**config.mk**
```make
export PLATFORM = sky130hd
export DESIGN_NAME = d_latch
export DESIGN_NICKNAME = d
export VERILOG_FILES = /design/src/rtl/d_latch.sv
export SDC_FILE = /design/constraint.sdc
export NUM_CORES = 1
export LEC_CHECK = 0
export CORE_UTILIZATION = 41
export CTS_CLUSTER_DIAMETER = 60
export DETAILED_ROUTE_END_ITERATION = 6
export PLACE_DENSITY = 0.68
export SLEW_MARGIN = 20
export SYNTH_ARGS = -nofsm -noshare
export SYNTH_HDL_FRONTEND = slang
export SYNTH_SLANG_ARGS = --single-unit
```
**constraint.sdc**
```tcl
create_clock -name clk -period 2.3 [get_ports clk]
set_clock_uncertainty 0.1 [all_clocks]
set_input_delay 0.23 -clock clk [delete_from_list [all_inputs] [get_ports clk]]
set_output_delay 0.23 -clock clk [all_outputs]
set_load 0.01 [all_outputs]
```
**src/rtl/d_latch.sv**
```systemverilog
// Gate-controlled data capture register with change tracking (q loads d while g is high, holds otherwise).
// Latency: d/g to q is 1 cycle; 3 cycles when D_LATCH_SYNC_EN adds 2-flop input synchronizers.
// Backpressure: none; inputs are sampled every cycle and outputs are always valid to consume.
module d_latch #(
    parameter int               WIDTH     = 1,
    parameter logic [WIDTH-1:0] RESET_VAL = '0,
    parameter int               CNT_W     = 16
) (
    input  logic             clk,
    input  logic             rst_n,
    input  logic             g,
    input  logic [WIDTH-1:0] d,
    output logic [WIDTH-1:0] q,
    output logic             q_valid,
    output logic             upd,
    output logic [CNT_W-1:0] chg_cnt
);

    // Effective gate and data after optional synchronization
    logic             g_e;
    logic [WIDTH-1:0] d_e;

`ifdef D_LATCH_SYNC_EN
    logic             g_s1;
    logic             g_s2;
    logic [WIDTH-1:0] d_s1;
    logic [WIDTH-1:0] d_s2;

    // Two-flop synchronizers on gate and data; cleared by reset so stale
    // pre-reset inputs never reach q afterwards.
    always_ff @(posedge clk) begin
        if (!rst_n) begin
            g_s1 <= 1'b0;
            g_s2 <= 1'b0;
            d_s1 <= '0;
            d_s2 <= '0;
        end else begin
            g_s1 <= g;
            g_s2 <= g_s1;
            d_s1 <= d;
            d_s2 <= d_s1;
        end
    end

    assign g_e = g_s2;
    assign d_e = d_s2;
`else
    assign g_e = g;
    assign d_e = d;
`endif

    logic [WIDTH-1:0] q_nxt;
    logic             changed;
    logic             cnt_sat;

    // Next q value and whether this edge actually changes it
    always_comb begin
        q_nxt   = q;
        changed = 1'b0;
        cnt_sat = &chg_cnt;
        if (g_e) begin
            q_nxt = d_e;
        end
        changed = (q_nxt != q);
    end

    // State register: reset wins over the gate; upd/chg_cnt only react to real value changes
    always_ff @(posedge clk) begin
        if (!rst_n) begin
            q       <= RESET_VAL;
            q_valid <= 1'b0;
            upd     <= 1'b0;
            chg_cnt <= '0;
        end else begin
            q   <= q_nxt;
            upd <= changed;
            if (g_e) begin
                q_valid <= 1'b1;
            end
            if (changed && !cnt_sat) begin
                chg_cnt <= chg_cnt + CNT_W'(1);
            end
        end
    end

endmodule

```
# Word-level counts from Yosys, hierarchy flattened
# Cells that the tools add are included.
# Widths: inputs -> output; s select.
[classes]
addsub = 1
eq_ne = 1
muxes = 1
n_reduce_logical = 3
[op_table]
columns = ["op", "count"]
rows = [
  ["$add 16x1->16 const B", 1],
  ["$reduce_and 16->1", 1],
  ["$logic_and 1x1->1", 1],
  ["$logic_not 1->1", 1],
  ["$mux 1", 1],
  ["$ne 1x1->1", 1],
]
[word_totals]
regBits = 19
out_inout_bits = 19
word_cells = 10

# Longest topological paths before layout
[logic_depth]
depth_word = 3
ltp_mapped = 5
mapped_depth_nobuf = 5

# Least setup slack after synthesis
# OpenSTA, ideal clock, no wires.
[synth_timing]
path_kind = "reg2reg"
start = "register chg_cnt[0]"
end = "register chg_cnt[7]"
arrival_ns = 1.604
t_required_ns = 2.078
path_slack_ns = 0.474
path_stages_with_launch = 6
period_less_slack_ns = 1.826
path_cell_list = "dfxtp_1 > ha_1 > nand2_1 > nor4_1 > or3_2 > a21oi_1"
[synth_via]
elab_chain_len = 3
[synth_rtl]
columns = ["item", "line_no", "source"]
rows = [
  ["from (decl)", "16", "output logic [CNT_W-1:0] chg_cnt"],
  ["from (signal assigned)", "81", "chg_cnt <= chg_cnt + CNT_W'(1);"],
  ["parallel branches: the longest is 3 deep, another holds $add 16x1->16", "-", ""],
]
# Several ways; the timed one is not identified.
# A chain may end at the register's enable or synchronous reset.

# Final worst setup path
[layout_timing]
start = "register chg_cnt[0]"
end = "register chg_cnt[14]"
# The elaborated chain is that of the path after synthesis.

==> insert_results.sql <==
INSERT INTO impl_metrics (metric_group, metric, value, unit) VALUES
('logic_synthesis', 'synth_cells', '106', ''),
('setup_path', 'worstPathRequired', '2.42', 'ns'),
('drt', 'routedWlPerCell', '13.2', 'µm'),
('min_path', 'timing.hold.worst.class', 'reg -> reg', ''),
('logic_synthesis', 'seq_area_frac_synth', '0.397', ''),
('power', 'power.static_leakage', '0.413', 'nW'),
('logic_synthesis', 'yosys-top-cells-count', '19 x sky130_fd_sc_hd__dfxtp_1, 15 x sky130_fd_sc_hd__nand2_1, 9 x sky130_fd_sc_hd__mux2i_1, 7 x sky130_fd_sc_hd__a21oi_1, 7 x sky130_fd_sc_hd__nand2b_1', ''),
('placed_design', 'preCtsSetupSlack', '0.226', 'ns'),
('sta', 'slew_violations', '0', ''),
('drt', 'wirelength_met1', '1020', 'µm'),
('flow_run', 'cap_violations', '0', ''),
('logic_synthesis', 'synth_enable_flop_cells', '0', ''),
('status', 'status', 'finished, final reports clean', ''),
('setup_path', 'critical_path_peak_fanout', '7', ''),
('setup_path', 'regToRegSetupSlack', '0.38', 'ns'),
('grt', 'global_route.usage.total', '0.185', ''),
('final_layout', 'layoutNonFillerInstCount', '162', ''),
('drt', 'route.detailed.drc', '0', ''),
('cts', 'root_buffer', 'sky130_fd_sc_hd__clkbuf_4', ''),
('setup_path', 'timing.reg2reg.worst_path_depth', '5', ''),
('min_path', 'holdPathStages', '2', ''),
('drt', 'detailed_route_iter0_violations', '14', ''),
('drt', 'met2RoutedLength', '997', 'µm'),
('cts', 'tritoncts_clock_tree', 'built', ''),
('cts', 'clock_sink_count', '19', ''),
('cts', 'post_cts_hold_buffer_count', '0', ''),
('final_layout', 'growth_of_design_area_from_synthesis_to_finish', '31.4', '%'),
('logic_synthesis', 'average_instance_area_after_synthesis', '9.03', 'µm²'),
('cts', 'cts_max_level', '1', ''),
('setup_path', 'worst_r2r_endpoint', 'chg_cnt[14]$_SDFFE_PN0P_', ''),
('cts', 'clk_latency', '0.29', 'ns'),
('setup_path', 'kind_of_launch_point_of_the_worst_setup_path', 'register', ''),
('sta', 'timing.max_slew.rel_slack', '0.770', ''),
('drt', 'route.detailed.vias_per_inst', '5.54', ''),
('grt', 'grt-ovfl-total', '0', ''),
('floorplanning', 'die_w', '50.3', 'µm'),
('logic_synthesis', 'syn_nets', '111', ''),
('cts', 'numCtsBuffers', '3', ''),
('cts', 'postCtsSetupRepairBufs', '0', ''),
('final_layout', 'antenna_cells', '0', ''),
('logic_synthesis', 'yosys_warnings', '0', ''),
('logic_synthesis', 'post_synthesis_instance_area', '957', 'µm²'),
('logic_synthesis', 'synth_largest_type_area_fraction', '0.397', ''),
('placed_design', 'place_congestion', '0.830', ''),
('final_layout', 'final_core_util', '0.568', ''),
('setup_path', 'category_of_the_most_critical_setup_path', 'reg -> reg', ''),
('setup_path', 'crit-reg2reg-launch', 'chg_cnt[0]$_SDFFE_PN0P_', ''),
('grt', 'grt_antenna_before_repair', '0', ''),
('floorplanning', 'die_height', '50.3', 'µm'),
('sta', 'final-hold-violation-count', '0', ''),
('placed_design', 'buffers_on_ports', '22', ''),
('sta', 'worst-slew-pin-transition', '0.345', 'ns'),
('cts', 'clk_pin_slew', '0.10', 'ns'),
('drt', 'route.final.wire_length', '2140', 'µm'),
('final_layout', 'final_net_count', '140', ''),
('placed_design', 'placed_area', '0.00123', 'mm²'),
('floorplanning', 'pin_count', '23', ''),
('power', 'power.density', '446', 'mW/mm²'),
('logic_synthesis', 'yosys_register_bits', '19', ''),
('final_layout', 'drive_gt1_frac', '0.104', ''),
('sta', 'final.min_clock_period', '1.92', 'ns'),
('sta', 'fmaxAchievable', '522', 'MHz'),
('power', 'vdd_drop_max', '0.485', 'mV'),
('setup_path', 'crit_start', 'chg_cnt[0]$_SDFFE_PN0P_', ''),
('setup_path', 'worstPathArrival', '2.04', 'ns'),
('logic_synthesis', 'ys_types', '34', ''),
('sta', 'min_period_over_period', '0.833', ''),
('setup_path', 'cp-end-kind', 'register', ''),
('placed_design', 'hpwlAfterDp', '1580', 'µm'),
('setup_path', 'endpoint', 'chg_cnt[14]$_SDFFE_PN0P_', ''),
('sta', 'totalNegativeSetupSlack', '0', 'ns');
cells in the final DEF, fill, tap and decap left out, drive strengths merged:
master         netlist  layout
dfxtp               19      19
a311oi               1       1
clkinv               1       1
or4                  3       3
and4                 3       3
nand2b               7       7
buf                  1       5
or3                  1       1
inv                  2       2
nand3                5       5
o311a                1       1
nand4b               1       1
nand4                4       4
o41ai                2       2
nor3                 1       1
nor2                 4       4
o31ai                3       3
a31oi                1       1
ha                   1       1
a211oi               2       2
nand2               15      15
o21ai                1       1
nor4                 2       2
mux2i                9       9
xor2                 1       1
clkbuf               2       4
nor2b                1       1
clkdlybuf4s50        0      22
and3                 1       1
nor4b                1       1
o311ai               2       2
o21bai               1       1
a21oi                7       7
where the power goes:
part / internal [mW] / leakage [nW] / total [mW] / switching, mW
logic: 0.0281 / 0.244 / 0.0577 / 0.0297
clock network: 0.0674 / 0.0150 / 0.163 / 0.0955
registers: 0.335 / 0.154 / 0.340 / 0.00509
total: 0.430 / 0.413 / 0.561 / 0.130
logic make-up (layout without fill, tap and decap cells):
family                     Yosys count  in the layout  synth area share
muxes                                9              9            0.0941
adders and majority gates            1              1            0.0131
DFF                                 19             19             0.397
xor gates and xnor gates             1              1            0.0170
AOI/OAI and AO/OA                   21             21             0.152
buffers and inverters                6             34            0.0314
and+or+nand+nor                     49             49             0.295
worst min path at each step:
stage | start | endpoint | slack [ns]
2_1_floorplan | d | q$_SDFF_PN0_ | 0.28
3_3_place_gp | q_valid$_SDFFE_PN0P_ | q_valid$_SDFFE_PN0P_ | 0.36
3_5_place_dp | chg_cnt[6]$_SDFFE_PN0P_ | chg_cnt[6]$_SDFFE_PN0P_ | 0.38
5_1_grt | chg_cnt[6]$_SDFFE_PN0P_ | chg_cnt[6]$_SDFFE_PN0P_ | 0.42
4_1_cts | chg_cnt[6]$_SDFFE_PN0P_ | chg_cnt[6]$_SDFFE_PN0P_ | 0.40
6_report | chg_cnt[6]$_SDFFE_PN0P_ | chg_cnt[6]$_SDFFE_PN0P_ | 0.39
per-stage QoR:
step	power [mW]	hold WS, ns
finish	0.561	0.391
global route	0.597	0.420
CTS	0.570	0.395
detailed placement	0.406	0.379
global placement	0.403	0.355
floorplan	0.377	0.277
worst max-delay path, stage by stage, from the launching register on:
cell and delay (ns):
sky130_fd_sc_hd__dfxtp_1 0.40, sky130_fd_sc_hd__ha_1 0.25, sky130_fd_sc_hd__nand2_1 0.12, sky130_fd_sc_hd__nand4b_1 0.34
sky130_fd_sc_hd__nor4b_1 0.41, sky130_fd_sc_hd__mux2i_1 0.23
per-layer routing:
metal	GRT usage	up-vias
met5	0	-
met1	0.229	413
li1	-	459
met4	0.0463	0
met2	0.302	23
met3	0.0667	2
flip-flops by register name, indices dropped and copies added, names as in the netlist:
name     flops
upd          1
q_valid      1
q            1
chg_cnt     16
final cells by class:
cell class                      count  area (µm²)
Multi-Input combinational cell     81         547
Inverter                            3        11.3
Tap cell                           28        35.0
Clock buffer                        4        26.3
Fill cell                         213         955
Timing Repair Buffer               27         258
Sequential cell                    19         380
Power figures use the tool's default switching activity.
